**src/rtl/dmem_arbiter_if.sv**
```systemverilog
// Requester-side bus of the data-memory arbiter.
// One instance per requester. The requester drives valid/we/addr/wdata and
// holds them until ready; the arbiter returns a one-cycle done strobe with
// rdata (read data on reads, zero on writes).
//   master : requester view (drives request, receives ready/done/rdata)
//   slave  : arbiter view
interface dmem_arbiter_if #(
  parameter int ADDR_W = 32,
  parameter int DATA_W = 32
);
  logic              valid;
  logic              ready;
  logic              we;
  logic [ADDR_W-1:0] addr;
  logic [DATA_W-1:0] wdata;
  logic              done;
  logic [DATA_W-1:0] rdata;

  modport master (
    output valid, we, addr, wdata,
    input  ready, done, rdata
  );

  modport slave (
    input  valid, we, addr, wdata,
    output ready, done, rdata
  );
endinterface

```
**src/rtl/dmem_arbiter.sv**
```systemverilog
// Two-requester round-robin arbiter in front of a single-port data memory
// (synchronous write, registered read that only updates while WE=0).
// Requester 0 is the core load/store unit, requester 1 the loader/debug port.
// Each access takes IDLE (accept) -> ACCESS (memory cycle) -> RESP (done).
//
// Ports:
//   clk     clock, all logic on posedge
//   rst     synchronous active-high reset
//   r0, r1  requester buses (slave side of dmem_arbiter_if)
//   mem_WE  memory write enable (registered)
//   mem_A   memory byte address (registered, held between accesses)
//   mem_WD  memory write data (registered)
//   mem_RD  memory registered read data
//   busy    high whenever the FSM is not in IDLE
//
// state  | meaning
// IDLE   | waiting for a request; ready offered to the winner only
// ACCESS | memory performs the write or captures read data this cycle
// RESP   | done strobe (and read data) presented to the owner
module dmem_arbiter #(
  parameter int ADDR_W = 32,
  parameter int DATA_W = 32
) (
  input  logic              clk,
  input  logic              rst,
  dmem_arbiter_if.slave     r0,
  dmem_arbiter_if.slave     r1,
  output logic              mem_WE,
  output logic [ADDR_W-1:0] mem_A,
  output logic [DATA_W-1:0] mem_WD,
  input  logic [DATA_W-1:0] mem_RD,
  output logic              busy
);

  localparam logic [1:0] IDLE   = 2'd0;
  localparam logic [1:0] ACCESS = 2'd1;
  localparam logic [1:0] RESP   = 2'd2;

  logic [1:0] state;
  logic       ptr;    // preferred requester when both are valid
  logic       owner;  // requester that owns the access in flight
  logic       we_q;   // kept past ACCESS because mem_WE drops before RESP
  logic       any_valid;
  logic       winner;
  logic       in_idle;
  logic       in_resp;

  always_comb begin
    any_valid = r0.valid | r1.valid;
    if (r0.valid && r1.valid) begin
      winner = ptr;
    end else begin
      winner = r1.valid;
    end
  end

  assign in_idle  = (state == IDLE);
  assign in_resp  = (state == RESP);
  assign busy     = !in_idle;

  assign r0.ready = in_idle && any_valid && !winner;
  assign r1.ready = in_idle && any_valid && winner;

  // Read data is only meaningful for the owner of a read; everything else
  // sees zero so a stale mem_RD never leaks to a requester.
  assign r0.done  = in_resp && !owner;
  assign r1.done  = in_resp && owner;
  assign r0.rdata = (in_resp && !owner && !we_q) ? mem_RD : '0;
  assign r1.rdata = (in_resp && owner && !we_q) ? mem_RD : '0;

  always_ff @(posedge clk) begin
    if (rst) begin
      state  <= IDLE;
      ptr    <= 1'b0;
      owner  <= 1'b0;
      we_q   <= 1'b0;
      mem_WE <= 1'b0;
      mem_A  <= '0;
      mem_WD <= '0;
    end else begin
      case (state)
        IDLE: begin
          if (any_valid) begin
            owner <= winner;
            ptr   <= ~winner;
            if (winner) begin
              we_q   <= r1.we;
              mem_WE <= r1.we;
              mem_A  <= r1.addr;
              mem_WD <= r1.wdata;
            end else begin
              we_q   <= r0.we;
              mem_WE <= r0.we;
              mem_A  <= r0.addr;
              mem_WD <= r0.wdata;
            end
            state <= ACCESS;
          end else begin
            mem_WE <= 1'b0;
          end
        end
        ACCESS: begin
          // Address and data stay put; the memory's stray reads at the held
          // address in later cycles are ignored.
          mem_WE <= 1'b0;
          state  <= RESP;
        end
        RESP: begin
          state <= IDLE;
        end
        default: begin
          mem_WE <= 1'b0;
          state  <= IDLE;
        end
      endcase
    end
  end

endmodule
```
**src/flat_wrapper.sv**
```systemverilog
// flat-port wrapper written by rule: the top's interface ports become plain ports
module dmem_arbiter_flat 
#(
  parameter int ADDR_W = 32,
  parameter int DATA_W = 32
)
  (clk, rst, mem_WE, mem_A, mem_WD, mem_RD, busy, r0_valid, r0_we, r0_addr, r0_wdata, r0_ready, r0_done, r0_rdata, r1_valid, r1_we, r1_addr, r1_wdata, r1_ready, r1_done, r1_rdata);
  dmem_arbiter_if #(.ADDR_W(ADDR_W), .DATA_W(DATA_W)) r0_i ();
  dmem_arbiter_if #(.ADDR_W(ADDR_W), .DATA_W(DATA_W)) r1_i ();
  input  logic clk;
  input  logic rst;
  output logic mem_WE;
  output logic [ADDR_W-1:0] mem_A;
  output logic [DATA_W-1:0] mem_WD;
  input  logic [DATA_W-1:0] mem_RD;
  output logic busy;
  input wire logic [$bits(r0_i.valid)-1:0] r0_valid;
  input wire logic [$bits(r0_i.we)-1:0] r0_we;
  input wire logic [$bits(r0_i.addr)-1:0] r0_addr;
  input wire logic [$bits(r0_i.wdata)-1:0] r0_wdata;
  output wire logic [$bits(r0_i.ready)-1:0] r0_ready;
  output wire logic [$bits(r0_i.done)-1:0] r0_done;
  output wire logic [$bits(r0_i.rdata)-1:0] r0_rdata;
  input wire logic [$bits(r1_i.valid)-1:0] r1_valid;
  input wire logic [$bits(r1_i.we)-1:0] r1_we;
  input wire logic [$bits(r1_i.addr)-1:0] r1_addr;
  input wire logic [$bits(r1_i.wdata)-1:0] r1_wdata;
  output wire logic [$bits(r1_i.ready)-1:0] r1_ready;
  output wire logic [$bits(r1_i.done)-1:0] r1_done;
  output wire logic [$bits(r1_i.rdata)-1:0] r1_rdata;
  assign r0_i.valid = r0_valid;
  assign r0_i.we = r0_we;
  assign r0_i.addr = r0_addr;
  assign r0_i.wdata = r0_wdata;
  assign r0_ready = r0_i.ready;
  assign r0_done = r0_i.done;
  assign r0_rdata = r0_i.rdata;
  assign r1_i.valid = r1_valid;
  assign r1_i.we = r1_we;
  assign r1_i.addr = r1_addr;
  assign r1_i.wdata = r1_wdata;
  assign r1_ready = r1_i.ready;
  assign r1_done = r1_i.done;
  assign r1_rdata = r1_i.rdata;
  dmem_arbiter #(.ADDR_W(ADDR_W), .DATA_W(DATA_W)) u_core (.clk(clk), .rst(rst), .r0(r0_i), .r1(r1_i), .mem_WE(mem_WE), .mem_A(mem_A), .mem_WD(mem_WD), .mem_RD(mem_RD), .busy(busy));
endmodule
```
**config.mk**
```make
export PLATFORM = sky130hd
export DESIGN_NAME = dmem_arbiter_flat
export DESIGN_NICKNAME = d
export VERILOG_FILES = /design/src/rtl/dmem_arbiter_if.sv /design/src/rtl/dmem_arbiter.sv /design/src/flat_wrapper.sv
export SDC_FILE = /design/constraint.sdc
export NUM_CORES = 1
export LEC_CHECK = 0
export ABC_AREA = 0
export ABC_CLOCK_PERIOD_IN_PS = 2700
export CAP_MARGIN = 20
export CORE_ASPECT_RATIO = 0.6
export CORE_MARGIN = 4
export CORE_UTILIZATION = 36
export CTS_CLUSTER_SIZE = 40
export DETAILED_ROUTE_END_ITERATION = 7
export GPL_TIMING_DRIVEN = 0
export PLACE_DENSITY = 0.88
export SETUP_SLACK_MARGIN = 0.4
export SLEW_MARGIN = 20
export SYNTH_ARGS = -nofsm -noshare
export SYNTH_HDL_FRONTEND = slang
export SYNTH_SLANG_ARGS = --single-unit
```
**constraint.sdc**
```tcl
create_clock -name clk -period 2.7 [get_ports clk]
set_clock_uncertainty 0.05 [all_clocks]
set_input_delay 0.54 -clock clk [delete_from_list [all_inputs] [get_ports clk]]
set_output_delay 0.54 -clock clk [all_outputs]
set_load 0.1 [all_outputs]
```
; Word level (Yosys, flattened, before mapping)
; Index checks and enable logic that the tools add are counted.
; Widths: inputs -> output; s select.
[totals]
register_bits = 70
output_inout_bits = 134
word_cells = 36
in_bits = 166
[op_classes]
n_bitwise = 2
n_reduce_logical = 14
eq_ne = 3
mux = 10
[op_table]
columns = cell, count
row1 = $mux 32, 4
row2 = $logic_and 1x1->1, 8
row3 = $logic_not 1->1, 4
row4 = $pmux 2 s2, 1
row5 = $mux 1, 3
row6 = $eq 2x1->1 const B, 1
row7 = $eq 2x2->1 const B, 1
row8 = $logic_not 2->1, 1
row9 = $mux 2, 1
row10 = $ne 2x1->1 const B, 1
row11 = $pmux 1 s2, 1
row12 = $reduce_and 2->1, 1
row13 = $not 1->1, 1
row14 = $or 1x1->1, 1

; Longest topological paths before layout
; Gate-level depths: netlist of run 1.
[logic_depth]
depth_word = 5
depth_mapped = 6
ltp_nobuf = 4

; Least setup slack after synthesis of run 1
; Ideal clock, no wire load.
[synth_path]
kind = reg2out
startpoint = reg u_core.state[1]
endpoint = out r1_rdata[10]
arrival_time_ns = 2.410
t_required_ns = 2.110
path_slack_ns = -0.300
path_buffers = 1
stages_incl_launch_ff = 5
cell_sequence = dfxtp_1 > and3b_1 > and2b_1 > buf_2 > and2_1
[synth_via]
elab_chain_len = 4
[synth_rtl]
columns = item, line_no
row1 = "start, declared", dmem_arbiter.sv:39  ; logic [1:0] state;
row2 = "start signal, assigned", dmem_arbiter.sv:73  ; state <= IDLE;
row3 = "start signal, assigned", dmem_arbiter.sv:97  ; state <= ACCESS;
row4 = "start signal, assigned", dmem_arbiter.sv:106  ; state <= RESP;
row5 = $eq 2x2->1, dmem_arbiter.sv:58  ; assign in_resp = (state == RESP);
row6 = $logic_and 1x1->1, --
row7 = net r1_done, flat_wrapper.sv:29  ; output wire logic [$bits(r1_i.done)-1:0] r1_done;
row8 = $logic_and 1x1->1, dmem_arbiter.sv:69  ; assign r1.rdata = (in_resp && owner && !we_q) ? mem_RD : '0;
row9 = $mux 32, dmem_arbiter.sv:69
row10 = "end, declared", flat_wrapper.sv:30  ; output wire logic [$bits(r1_i.rdata)-1:0] r1_rdata;
; The timed path passes the listed nets, and every way through them passes these cells.

; Worst setup path after layout of run 1
[layout_path]
startpoint = reg u_core.state[0]
endpoint = out r0_rdata[28]
[layout_via]
elab_chain_len = 4
[layout_rtl]
columns = item, line_no
row1 = $eq 2x2->1, dmem_arbiter.sv:58
row2 = $logic_and 1x1->1 (2 in a row), dmem_arbiter.sv:68  ; assign r0.rdata = (in_resp && !owner && !we_q) ? mem_RD : '0;
row3 = $mux 32, dmem_arbiter.sv:68
row4 = "end, declared", flat_wrapper.sv:23  ; output wire logic [$bits(r0_i.rdata)-1:0] r0_rdata;
; Every way passes these cells.

==> results.json, run 1 <==
{
  "final_period_minus_worst_setup_slack_ps": 2430,
  "synth.lib_cells_used.distinct": 27,
  "route.antenna.remaining_nets": 0,
  "place_hpwl_um": 15100,
  "drt-initial-drc-count": 524,
  "clockRootBuffer": "clkbuf_16",
  "synth_seq_area_share": 0.379,
  "rsz0062_at_grt": "true",
  "cts_max_level": 3,
  "cts-buffers-inserted": 9,
  "timing.critical_path.to_type": "output port",
  "synth-main-ff-cell": "dfxtp_1",
  "design_area_um2": 8120,
  "clk_pin_slew_worst_setup_hold_paths_ps": 60,
  "highest_clock_rate_mhz": 411,
  "global_route.usage.met3": 0.0783,
  "grt_start_max_net_pins": 14,
  "syn_inst": 479,
  "cts.path.max_buffers": 2,
  "rows": 28,
  "worst-path-max-fanout": 5,
  "max_cap_violations": 0,
  "routed_wire_length_per_instance_um": 24.9,
  "timing.critical_path.arrival_ps": 1840,
  "first_global_vias": 5412,
  "tritoncts": "yes",
  "total_negative_slack_for_setup_checks_ps": 0,
  "timing.hold.ws_ps": 447,
  "holdBufCountCts": 0,
  "dpl-instance-area_um2": 6900,
  "holdCritPathClass": "flip-flop to flip-flop",
  "cp-start-kind": "flip-flop",
  "synth_most_common_cell": "dfxtp_1",
  "routed-via-count": 5826,
  "groute.layer.met2.usage": 0.576,
  "design.portCount": 300,
  "timing.final.hold_violations": 0,
  "critPathRequiredTime_ps": 2110,
  "final_worst_path_period_share": 0.901,
  "grt.overflow.total": 0,
  "design.final.nets": 972,
  "ys_async_sr_fraction": 0,
  "total_leakage_power_nw": 3.28,
  "max-slew-margin-rel": 0.295,
  "powerDensity_nw_per_um2": 510,
  "detail_route.wirelength_um": 23600,
  "outcome": "finished clean",
  "yosys-top-cells-count": "70 x dfxtp_1, 66 x a31oi_1, 66 x nand3_1",
  "place.gp.congestion": 0.969,
  "port_bufs": 298,
  "worstSetupPathType": "flip-flop to output port",
  "synthToLayoutAreaGrowth_pct": 120,
  "post-synth-top-area-cell": "dfxtp_1",
  "effective_utilization_at_floorplan": 0.373,
  "antenna_found_initial": 0,
  "setup_viol": 0,
  "drtPass1Iterations": 7,
  "synth_edf_count": 0,
  "gr-max-usage-layer": "met2",
  "syn-cell-area_um2": 3690,
  "final_slew_violations": 0,
  "postSynthRegisterBits": 70,
  "insertedDiodeCount": 0,
  "grt_pass1_wl_um": 31000,
  "synth_top_area_frac": 0.379,
  "tightest_slew_ps": 1060,
  "drc": 0,
  "grt_use_met1": 0.391,
  "synthesis.nets": 645,
  "post_synth_main_area_contributors": "dfxtp_1 38%, a31oi_1 11%, nand4_1 11%, and2_1 11%, nand3_1 8.9%",
  "die_width_um": 139,
  "route.detailed.vias_per_inst": 6.16,
  "die_h_um": 86.5,
  "numClockSinks": 70,
  "final_layout_size_suffix_gt1_frac": 0.260,
  "ys_warns": 0,
  "die_area_um2": 12000,
  "post_synth.cell_area_avg_um2": 7.71,
  "vdd_drop_max_mv": 0.395,
  "grt_usage": 0.323,
  "design.core.area_um2": 9910,
  "clock_insertion_delay_worst_skew_ps": 330
}
## final timing paths
kind              startpoint  slack, ps  depth (start not counted)           endpoint
max reg2reg  u_core.state[0]        820                          7  u_core.mem_WD[10]
min reg2reg  u_core.mem_A[4]        450                          2    u_core.mem_A[4]
min          u_core.mem_A[4]        450                          2    u_core.mem_A[4]
max          u_core.state[0]        270                          7       r0_rdata[28]
## cell usage in the layout (no fill, tap or decap), drive strengths merged
cell           instances
a21boi                 1
a21oi                  2
a31oi                 66
and2                  64
and2b                  1
and3b                  1
buf                  120
clkbuf                37
clkdlybuf4s15          2
clkdlybuf4s50        162
clkinv                 3
clkinvlp               4
dfxtp                 70
dlygate4sd2           66
dlymetal6s2s           1
inv                    3
nand2                  1
nand2b                 2
nand3                 66
nand3b                 1
nand4                 65
nor2                   3
nor3                   2
nor3b                  1
o21ai                 67
## critical path: stages, from the launching register on
cell,delay [ps]
dfxtp_4,360
nand2b_4,160
nor3_4,250
buf_12,160
buf_8,110
buf_8,120
and2_4,160
buf_12,170
## layer usage
| layer | part of all wire | up-vias |
|---|---|---|
| li1 | - | 2446 |
| met1 | 0.38 | 2798 |
| met2 | 0.48 | 483 |
| met3 | 0.10 | 99 |
| met4 | 0.043 | 0 |
| met5 | 0 | - |
## logic make-up (layout without fill, tap and decap cells)
logic type	after synthesis	after routing	share of synthesized area
and+or+nand+nor	207	207	0.331
buffers and inverters	66	398	0.0816
DFF	70	70	0.379
AOI/OAI and AO/OA	136	136	0.208
## area by class of cell
cell class,count,area [um2]
plain buffers,63,378
clock buffers,9,225
clock inverters,7,50.0
fillers,561,1790
inverters,3,15.0
multi-input cells,343,2140
flip-flops and latches,70,1410
well taps,135,169
repair buffers,316,3730
## power breakdown
group          switching, mW  leakage, nW  internal [mW]  total, mW
combinational           1.29         2.58          0.566       1.85
sequential            0.0601        0.578           1.13       1.19
clock                  0.482        0.128          0.623       1.10
total                   1.83         3.28           2.32       4.14
## what timing repair did
item / CTS / global route
pin swaps: 3 / 9
hold endpoints to repair: 0 / 0
gates cloned: 2 / 4
setup buffers: 7 / 5
resized for setup: 643 / 116
setup endpoints to repair: 134 / 65
## flip-flops by register name, indices dropped and copies added (netlist names)
register       cells
u_core.we_q        1
u_core.state       2
u_core.ptr         1
u_core.owner       1
u_core.mem_A      32
u_core.mem_WD     32
u_core.mem_WE      1
## per-stage QoR
| step | cells | utilization | worst slack, ps | power [mW] |
|---|---|---|---|---|
| after floorplan | 479 | - | 409 | 2.33 |
| after global placement | 912 | 0.695 | -1010 | 2.91 |
| after detailed placement | 912 | 0.695 | -1020 | 2.94 |
| after CTS | 937 | 0.769 | 233 | 4.03 |
| after global routing | 946 | 0.819 | 247 | 4.26 |
| final | 946 | 0.819 | 269 | 4.14 |
No activity file was read; power rests on OpenSTA's default activity.
==> run 2: changes to the inputs <==
CTS_CLUSTER_SIZE = 25   (was 40)
SKIP_LAST_GASP = 1   (was unset)
SLEW_MARGIN = 10   (was 20)
==> results of run 2 <==
No change in the layout: final DEF, timing and power equal those of run 1.
